### src/rtl/rs232_pkg.sv
// rs232_pkg: shared types and elaboration helpers for the RS-232 transmitter.
//   parity_e     : frame parity mode (matches the integer PARITY parameter)
//   state_e      : transmitter FSM states
//   baud_divisor : rounded clock cycles per bit
package rs232_pkg;

  typedef enum logic [1:0] {
    PAR_NONE = 2'd0,
    PAR_ODD  = 2'd1,
    PAR_EVEN = 2'd2
  } parity_e;

  typedef enum logic [2:0] {
    ST_IDLE   = 3'd0,
    ST_START  = 3'd1,
    ST_DATA   = 3'd2,
    ST_PARITY = 3'd3,
    ST_STOP   = 3'd4
  } state_e;

  // Round to nearest so the bit period error stays within half a clock.
  function automatic int baud_divisor(input int clock_freq, input int baud_rate);
    return (clock_freq + baud_rate / 2) / baud_rate;
  endfunction

endpackage

### src/rtl/sync_fifo.sv
// sync_fifo: single-clock FIFO with registered full/empty flags.
//   clock, reset : clock, synchronous active-high reset (empties the FIFO)
//   i_push/i_wdata : write request; ignored while full, even if popping
//   i_pop/o_rdata  : read request; o_rdata shows the head entry (fall-through)
//   o_full/o_empty : registered status flags
//   o_level        : occupancy, 0..DEPTH
module sync_fifo #(
  parameter int WIDTH = 8,
  parameter int DEPTH = 4
) (
  input  logic                     clock,
  input  logic                     reset,
  input  logic                     i_push,
  input  logic [WIDTH-1:0]         i_wdata,
  input  logic                     i_pop,
  output logic [WIDTH-1:0]         o_rdata,
  output logic                     o_full,
  output logic                     o_empty,
  output logic [$clog2(DEPTH):0]   o_level
);
  localparam int AW = $clog2(DEPTH);
  localparam int LW = AW + 1;

  logic [WIDTH-1:0] r_mem [DEPTH];
  logic [AW-1:0]    r_wp, r_rp;
  logic [LW-1:0]    r_level;
  logic             r_full, r_empty;
  logic             w_push_ok, w_pop_ok;
  logic [LW-1:0]    w_level_n;

  // Full blocks a push even when a pop frees a slot in the same cycle.
  assign w_push_ok = i_push & ~r_full;
  assign w_pop_ok  = i_pop & ~r_empty;

  always_comb begin
    w_level_n = r_level;
    case ({w_push_ok, w_pop_ok})
      2'b10:   w_level_n = r_level + LW'(1);
      2'b01:   w_level_n = r_level - LW'(1);
      default: w_level_n = r_level;
    endcase
  end

  always_ff @(posedge clock) begin
    if (reset) begin
      r_wp    <= '0;
      r_rp    <= '0;
      r_level <= '0;
      r_full  <= 1'b0;
      r_empty <= 1'b1;
    end else begin
      if (w_push_ok) r_wp <= r_wp + AW'(1);
      if (w_pop_ok)  r_rp <= r_rp + AW'(1);
      r_level <= w_level_n;
      r_full  <= (w_level_n == LW'(DEPTH));
      r_empty <= (w_level_n == '0);
    end
  end

  always_ff @(posedge clock) begin
    if (w_push_ok) r_mem[r_wp] <= i_wdata;
  end

  assign o_rdata = r_mem[r_rp];
  assign o_full  = r_full;
  assign o_empty = r_empty;
  assign o_level = r_level;

endmodule

### src/rtl/rs232_tx.sv
// rs232_tx: FIFO-buffered RS-232 transmitter with CTS flow control.
//   clock, reset : clock, synchronous active-high reset
//   data/valid/ready : push interface into the input FIFO
//   txd   : serial line, idle high
//   cts_n : asynchronous active-low clear-to-send, checked between frames
//   busy  : high from the pop cycle through the last stop-bit cycle
//   level : FIFO occupancy
module rs232_tx
  import rs232_pkg::*;
#(
  parameter int CLOCK_FREQ = 133000000,
  parameter int BAUD_RATE  = 115200,
  parameter int DATA_BITS  = 8,
  parameter int PARITY     = 0,
  parameter int STOP_BITS  = 1,
  parameter int FIFO_DEPTH = 4
) (
  input  logic                          clock,
  input  logic                          reset,
  input  logic [DATA_BITS-1:0]          data,
  input  logic                          valid,
  output logic                          ready,
  output logic                          txd,
  input  logic                          cts_n,
  output logic                          busy,
  output logic [$clog2(FIFO_DEPTH):0]   level
);
  localparam int             DIVISOR  = baud_divisor(CLOCK_FREQ, BAUD_RATE);
  localparam int             CW       = $clog2(DIVISOR);
  localparam logic [CW-1:0]  BIT_LAST = CW'(DIVISOR - 1);
  localparam int             BW       = 4;
  localparam bit             HAS_PAR  = (PARITY != int'(PAR_NONE));
  localparam bit             ODD_PAR  = (PARITY == int'(PAR_ODD));

  logic                 r_cts_s1, r_cts_s2;
  logic                 w_cts_ok, w_full, w_empty, w_pop, w_tick;
  logic [DATA_BITS-1:0] w_rdata;

  state_e               r_state, w_state_n;
  logic [CW-1:0]        r_cnt, w_cnt_n;
  logic [DATA_BITS-1:0] r_shift, w_shift_n;
  logic                 r_par, w_par_n;
  logic [BW-1:0]        r_bit, w_bit_n;
  logic                 r_txd, w_txd_n;

  sync_fifo #(.WIDTH(DATA_BITS), .DEPTH(FIFO_DEPTH)) u_fifo (
    .clock   (clock),
    .reset   (reset),
    .i_push  (valid & ready),
    .i_wdata (data),
    .i_pop   (w_pop),
    .o_rdata (w_rdata),
    .o_full  (w_full),
    .o_empty (w_empty),
    .o_level (level)
  );

  assign ready    = ~w_full;
  assign w_cts_ok = ~r_cts_s2;
  assign w_pop    = (r_state == ST_IDLE) & ~w_empty & w_cts_ok;
  assign w_tick   = (r_cnt == '0);
  assign busy     = (r_state != ST_IDLE) | w_pop;
  assign txd      = r_txd;

  always_comb begin
    w_state_n = r_state;
    w_cnt_n   = r_cnt;
    w_shift_n = r_shift;
    w_par_n   = r_par;
    w_bit_n   = r_bit;
    // Bit timer free-runs inside a frame; every zero is a bit boundary.
    if (r_state != ST_IDLE) w_cnt_n = w_tick ? BIT_LAST : r_cnt - CW'(1);
    case (r_state)
      ST_IDLE: if (w_pop) begin
        w_state_n = ST_START;
        w_cnt_n   = BIT_LAST;
        w_shift_n = w_rdata;
        w_par_n   = ODD_PAR ? ~^w_rdata : ^w_rdata;
      end
      ST_START: if (w_tick) begin
        w_state_n = ST_DATA;
        w_bit_n   = '0;
      end
      ST_DATA: if (w_tick) begin
        w_shift_n = r_shift >> 1;
        if (r_bit == BW'(DATA_BITS - 1)) begin
          w_state_n = HAS_PAR ? ST_PARITY : ST_STOP;
          w_bit_n   = '0;
        end else begin
          w_bit_n = r_bit + BW'(1);
        end
      end
      ST_PARITY: if (w_tick) begin
        w_state_n = ST_STOP;
        w_bit_n   = '0;
      end
      ST_STOP: if (w_tick) begin
        if (r_bit == BW'(STOP_BITS - 1)) w_state_n = ST_IDLE;
        else                             w_bit_n   = r_bit + BW'(1);
      end
      default: w_state_n = ST_IDLE;
    endcase
  end

  // Line level follows the next state so txd is a clean flop output.
  always_comb begin
    case (w_state_n)
      ST_START:  w_txd_n = 1'b0;
      ST_DATA:   w_txd_n = w_shift_n[0];
      ST_PARITY: w_txd_n = w_par_n;
      default:   w_txd_n = 1'b1;
    endcase
  end

  always_ff @(posedge clock) begin
    if (reset) begin
      r_cts_s1 <= 1'b1;
      r_cts_s2 <= 1'b1;
      r_state  <= ST_IDLE;
      r_cnt    <= '0;
      r_shift  <= '0;
      r_par    <= 1'b0;
      r_bit    <= '0;
      r_txd    <= 1'b1;
    end else begin
      r_cts_s1 <= cts_n;
      r_cts_s2 <= r_cts_s1;
      r_state  <= w_state_n;
      r_cnt    <= w_cnt_n;
      r_shift  <= w_shift_n;
      r_par    <= w_par_n;
      r_bit    <= w_bit_n;
      r_txd    <= w_txd_n;
    end
  end

endmodule

### config.mk
export PLATFORM = sky130hd
export DESIGN_NAME = rs232_tx
export DESIGN_NICKNAME = d
export VERILOG_FILES = /design/src/rtl/rs232_pkg.sv /design/src/rtl/sync_fifo.sv /design/src/rtl/rs232_tx.sv
export SDC_FILE = /design/constraint.sdc
export NUM_CORES = 1
export LEC_CHECK = 0
export ABC_AREA = 1
export BUFFER_PORTS_ARGS = -buffer_cell sky130_fd_sc_hd__buf_2
export CORE_MARGIN = 4
export CORE_UTILIZATION = 60
export DETAILED_ROUTE_END_ITERATION = 10
export PLACE_DENSITY = 0.82
export SLEW_MARGIN = 20
export SYNTH_ARGS = -nofsm -noshare
export SYNTH_HDL_FRONTEND = slang
export SYNTH_SLANG_ARGS = --single-unit
export TNS_END_PERCENT = 1
### constraint.sdc
create_clock -name clock -period 2.46 [get_ports clock]
set_input_delay 0.369 -clock clock [delete_from_list [all_inputs] [get_ports clock]]
set_output_delay 0.369 -clock clock [all_outputs]
set_load 0.1 [all_outputs]
==> results.tsv <==
stage	metric	value	unit
sta	Worst Tran Pin Value	0.5089	ns
power_and_ir_drop	Leak	1.715	nW
layout	Fill cells	415	
yosys	XOR/XNOR Fraction of Synth Area	1.505	%
yosys	Synth Area in Simple Gates	29.02	%
power_and_ir_drop	maximum VDD drop	0.0005307	V
cts	total CTS buffers	9	
layout	Layout Nets	474	
min_path	Hold WC Path Type	in -> reg	
layout	commonest cells after routing, fill and taps aside	nand2_1, inv_1, dfxtp_1	
detailed_routing	Vias/cell	5.291	
power_and_ir_drop	total power draw	2.766	mW
placed_design	Place WS	0.1568	ns
sta	hold_ws	0.2068	ns
yosys	Unique masters post-synth	37	
sta	highest clock rate	441.6	MHz
sta	post-route setup slack	0.1954	ns
detailed_routing	DRT Pass-1 Iters	4	
die	Rows	27	
detailed_routing	routed len/inst	12.52	µm
placed_design	hpwl dp	4655	µm
detailed_routing	drt initial violations	161	
detailed_routing	DRT antenna net count	0	
yosys	flops & latches, synth	73	
worst_setup_path	reg2reg path depth	13	
worst_setup_path	WP data arrival	2.54	ns
placed_design	routability cong.	0.8276	
detailed_routing	DRT Wirelength	6633	µm
worst_setup_path	r2r setup slk	0.20	ns
placed_design	port buffer count	17	
global_routing	first-pass GRT wire length	11300	µm
yosys	syn avg cell area	8.178	µm²
cts	Clk Tree Root Cell	clkbuf_8	
cts	worst skew pair latency	0.34	ns
die	die area	7105	µm²
yosys	largest family of logic cells by synthesized area	simple AND/OR/NAND/NOR gates	
sta	Final Critical Period	2.265	ns
run	max_cap viols	0	
worst_setup_path	crit-path max FO	4	
worst_setup_path	Setup crit start kind	flip-flop	
worst_setup_path	most used cell, CP	inv_2	
global_routing	number of global-route vias before repair	2622	
yosys	post-synthesis compound-gate area fraction	7.023	%
yosys	post-synthesis mux area share	0	%
cts	CTS tree	built	
yosys	area of the mapped netlist	3492	µm²
die	Core Area	5574	µm²
worst_setup_path	CP max stage cell	fa_1	
global_routing	pin count of the biggest net entering global routing	26	
worst_setup_path	critical path class	reg -> reg	
global_routing	Global Route Usage Sum	19.76	%
yosys	Post-Synth Adder-Cell Area	3.440	%
yosys	ys async rst share	0	%
cts	CTS H-tree lvls	3	
min_path	Worst Hold Path EP	r_cts_s1	
die	Chip Height	84.29	µm
status	status	completed	
layout	# diodes	0	
worst_setup_path	Worst setup EP type	flip-flop	
yosys	cells after synthesis	427	
sta	Final Hold Fails	0	
die	io pins	18	
detailed_routing	DR vias	2804	
worst_setup_path	Required @ worst endpoint	2.73	ns
worst_setup_path	critical path cell sequence	inv_2 > nand2_2 > nor2_4 > nand3_2 > inv_2 > ha_1 > inv_1 > fa_1 > or2_2 > nand3_1 > xor2_1 > nor2_1 > a21oi_1	
min_path	Min-Delay Startpoint	cts_n	
yosys	number of flops mapped to enable cells by yosys	32	
min_path	Hold Path Depth	2	
global_routing	total global routing overflow	0	
layout	most common library cell in the layout ignoring fill and taps	nand2_1	
yosys	most used flip-flop cell after synthesis	dfxtp_1	
sta	slew margin rel.	66.03	%
sta	clk_skew	0.009499	ns
worst_setup_path	Critical R2R Launch	r_state[1]	
cts	PostCTS Resize Cnt	0	
sta	fraction of the cycle the final worst path needs	92.06	%
sta	Setup-failing EPs final	0	
detailed_routing	DRC violations left	0	
cts	clock sink count	73	
cts	CTS Hold Bufs	0	
die	Starting Density	62.65	%
cts	CTS Buffer Depth	2	
sta	Pins Over Slew Limit	0	
yosys	Syn Nets	448	
cts	post-CTS setup buffer count	0	
die	die width	84.29	µm
cts	CTS clk-pin slew, worst paths	0.08	ns
yosys	sequential-to-total area share from yosys stat	51.02	%
layout	area delta synth->final	10.53	%
global_routing	initial antenna violation count	0	
worst_setup_path	CP peak stage delay	0.38	ns
layout	share of cells above drive strength 1	16.38	%
sta	setup TNS	0	ns
sta	unrepaired setup endpoints after global routing	false	
yosys	Syn. warnings	0	
power_and_ir_drop	PD cells	716.5	nW/µm²
worst_setup_path	R2R Path End	u_fifo.o_empty	
critical path: cells and delay by family, from the launching register on:
family,cells,cell delay [ns]
buffers and inverters,3,0.22
AO/OA/AOI/OAI,1,0.14
XOR/XNOR,1,0.18
AND/OR/NAND/NOR,6,0.76
flip-flops,1,0.34
adder cells (fa/ha/maj),2,0.53
metal layers:
layer  global-route usage (%)  wire, µm  vias to the layer above
met5                        0         0                        -
met4                    10.09       142                        0
met3                    2.846       253                       12
met2                    33.50      3287                       57
met1                    24.51      2951                     1310
li1                         -         -                     1425
worst max-delay path by stage:
stage                      to  depth (start not counted)           from  slack, ns
2_1_floorplan  u_fifo.o_empty                          9  u_fifo.o_full       0.04
3_3_place_gp   u_fifo.o_empty                         13     r_state[1]       0.31
3_5_place_dp   u_fifo.o_empty                         13     r_state[1]       0.16
4_1_cts                  busy                          9     r_state[1]       0.13
5_1_grt        u_fifo.o_empty                         13     r_state[1]      0.004
6_report       u_fifo.o_empty                         13     r_state[1]       0.20
final cells by class:
class | count | area [µm²] | share of cell area, %
well taps | 72 | 90.09 | 2.334
multi-input cells | 288 | 1436 | 37.21
clock buffers | 9 | 123.9 | 3.209
clock inverters | 7 | 70.07 | 1.815
repair buffers | 25 | 145.1 | 3.760
flip-flops and latches | 73 | 1782 | 46.16
inverters | 56 | 212.7 | 5.511
power breakdown:
| group | internal (mW) | switching (mW) | total [mW] |
|---|---|---|---|
| Combinational | 0.143 | 0.351 | 0.494 |
| Clock | 0.468 | 0.443 | 0.910 |
| Sequential | 1.33 | 0.0333 | 1.36 |
state kept, by name, indices dropped and copies added, names as in the netlist, named ones only:
name            flops
r_bit               4
u_fifo.r_wp         2
r_state             3
r_shift             8
r_cts_s2            1
r_cts_s1            1
r_cnt              11
u_fifo.o_level      3
u_fifo.r_mem       32
u_fifo.o_full       1
u_fifo.o_empty      1
r_par               1
u_fifo.r_rp         2
txd                 1
cell usage after synthesis, types with 2 or more instances:
cell / instances / area [µm²]
nand2_1: 143 / 536.8
o21ai_0: 14 / 70.07
nor3_1: 8 / 40.04
inv_1: 43 / 161.4
a21oi_1: 18 / 90.09
nand2_2: 8 / 50.05
nor2_1: 25 / 93.84
or2_2: 4 / 25.02
buf_2: 2 / 10.01
buf_6: 3 / 33.78
nand3_1: 28 / 140.1
inv_2: 12 / 45.04
a211oi_1: 2 / 15.01
ha_1: 8 / 100.1
a31oi_1: 5 / 31.28
nor2_4: 2 / 22.52
dfxtp_1: 41 / 820.8
xor2_1: 5 / 43.79
edfxtp_1: 32 / 960.9
nor2_2: 2 / 12.51
clkbuf_1: 4 / 15.01
nand4_1: 3 / 18.77
per-stage QoR:
| stage | utilization [%] | std cells | instance area, µm² |
|---|---|---|---|
| 6_report | 69.25 | 530 | 3860 |
| 5_1_grt | 69.25 | 530 | 3860 |
| 4_1_cts | 69.16 | 530 | 3855 |
| 3_5_place_dp | 65.68 | 514 | 3661 |
| 3_3_place_gp | 65.68 | 514 | 3661 |
| 2_1_floorplan | - | 427 | 3492 |
cells by family (layout without fill, tap and decap cells):
family / count (synthesis) / count (layout)
simple gates: 229 / 229
xor+xnor: 6 / 6
buf+inv: 66 / 97
compound gates: 44 / 44
flops: 73 / 73
fa+ha+maj: 9 / 9
(Power assumes the default switching activity.)
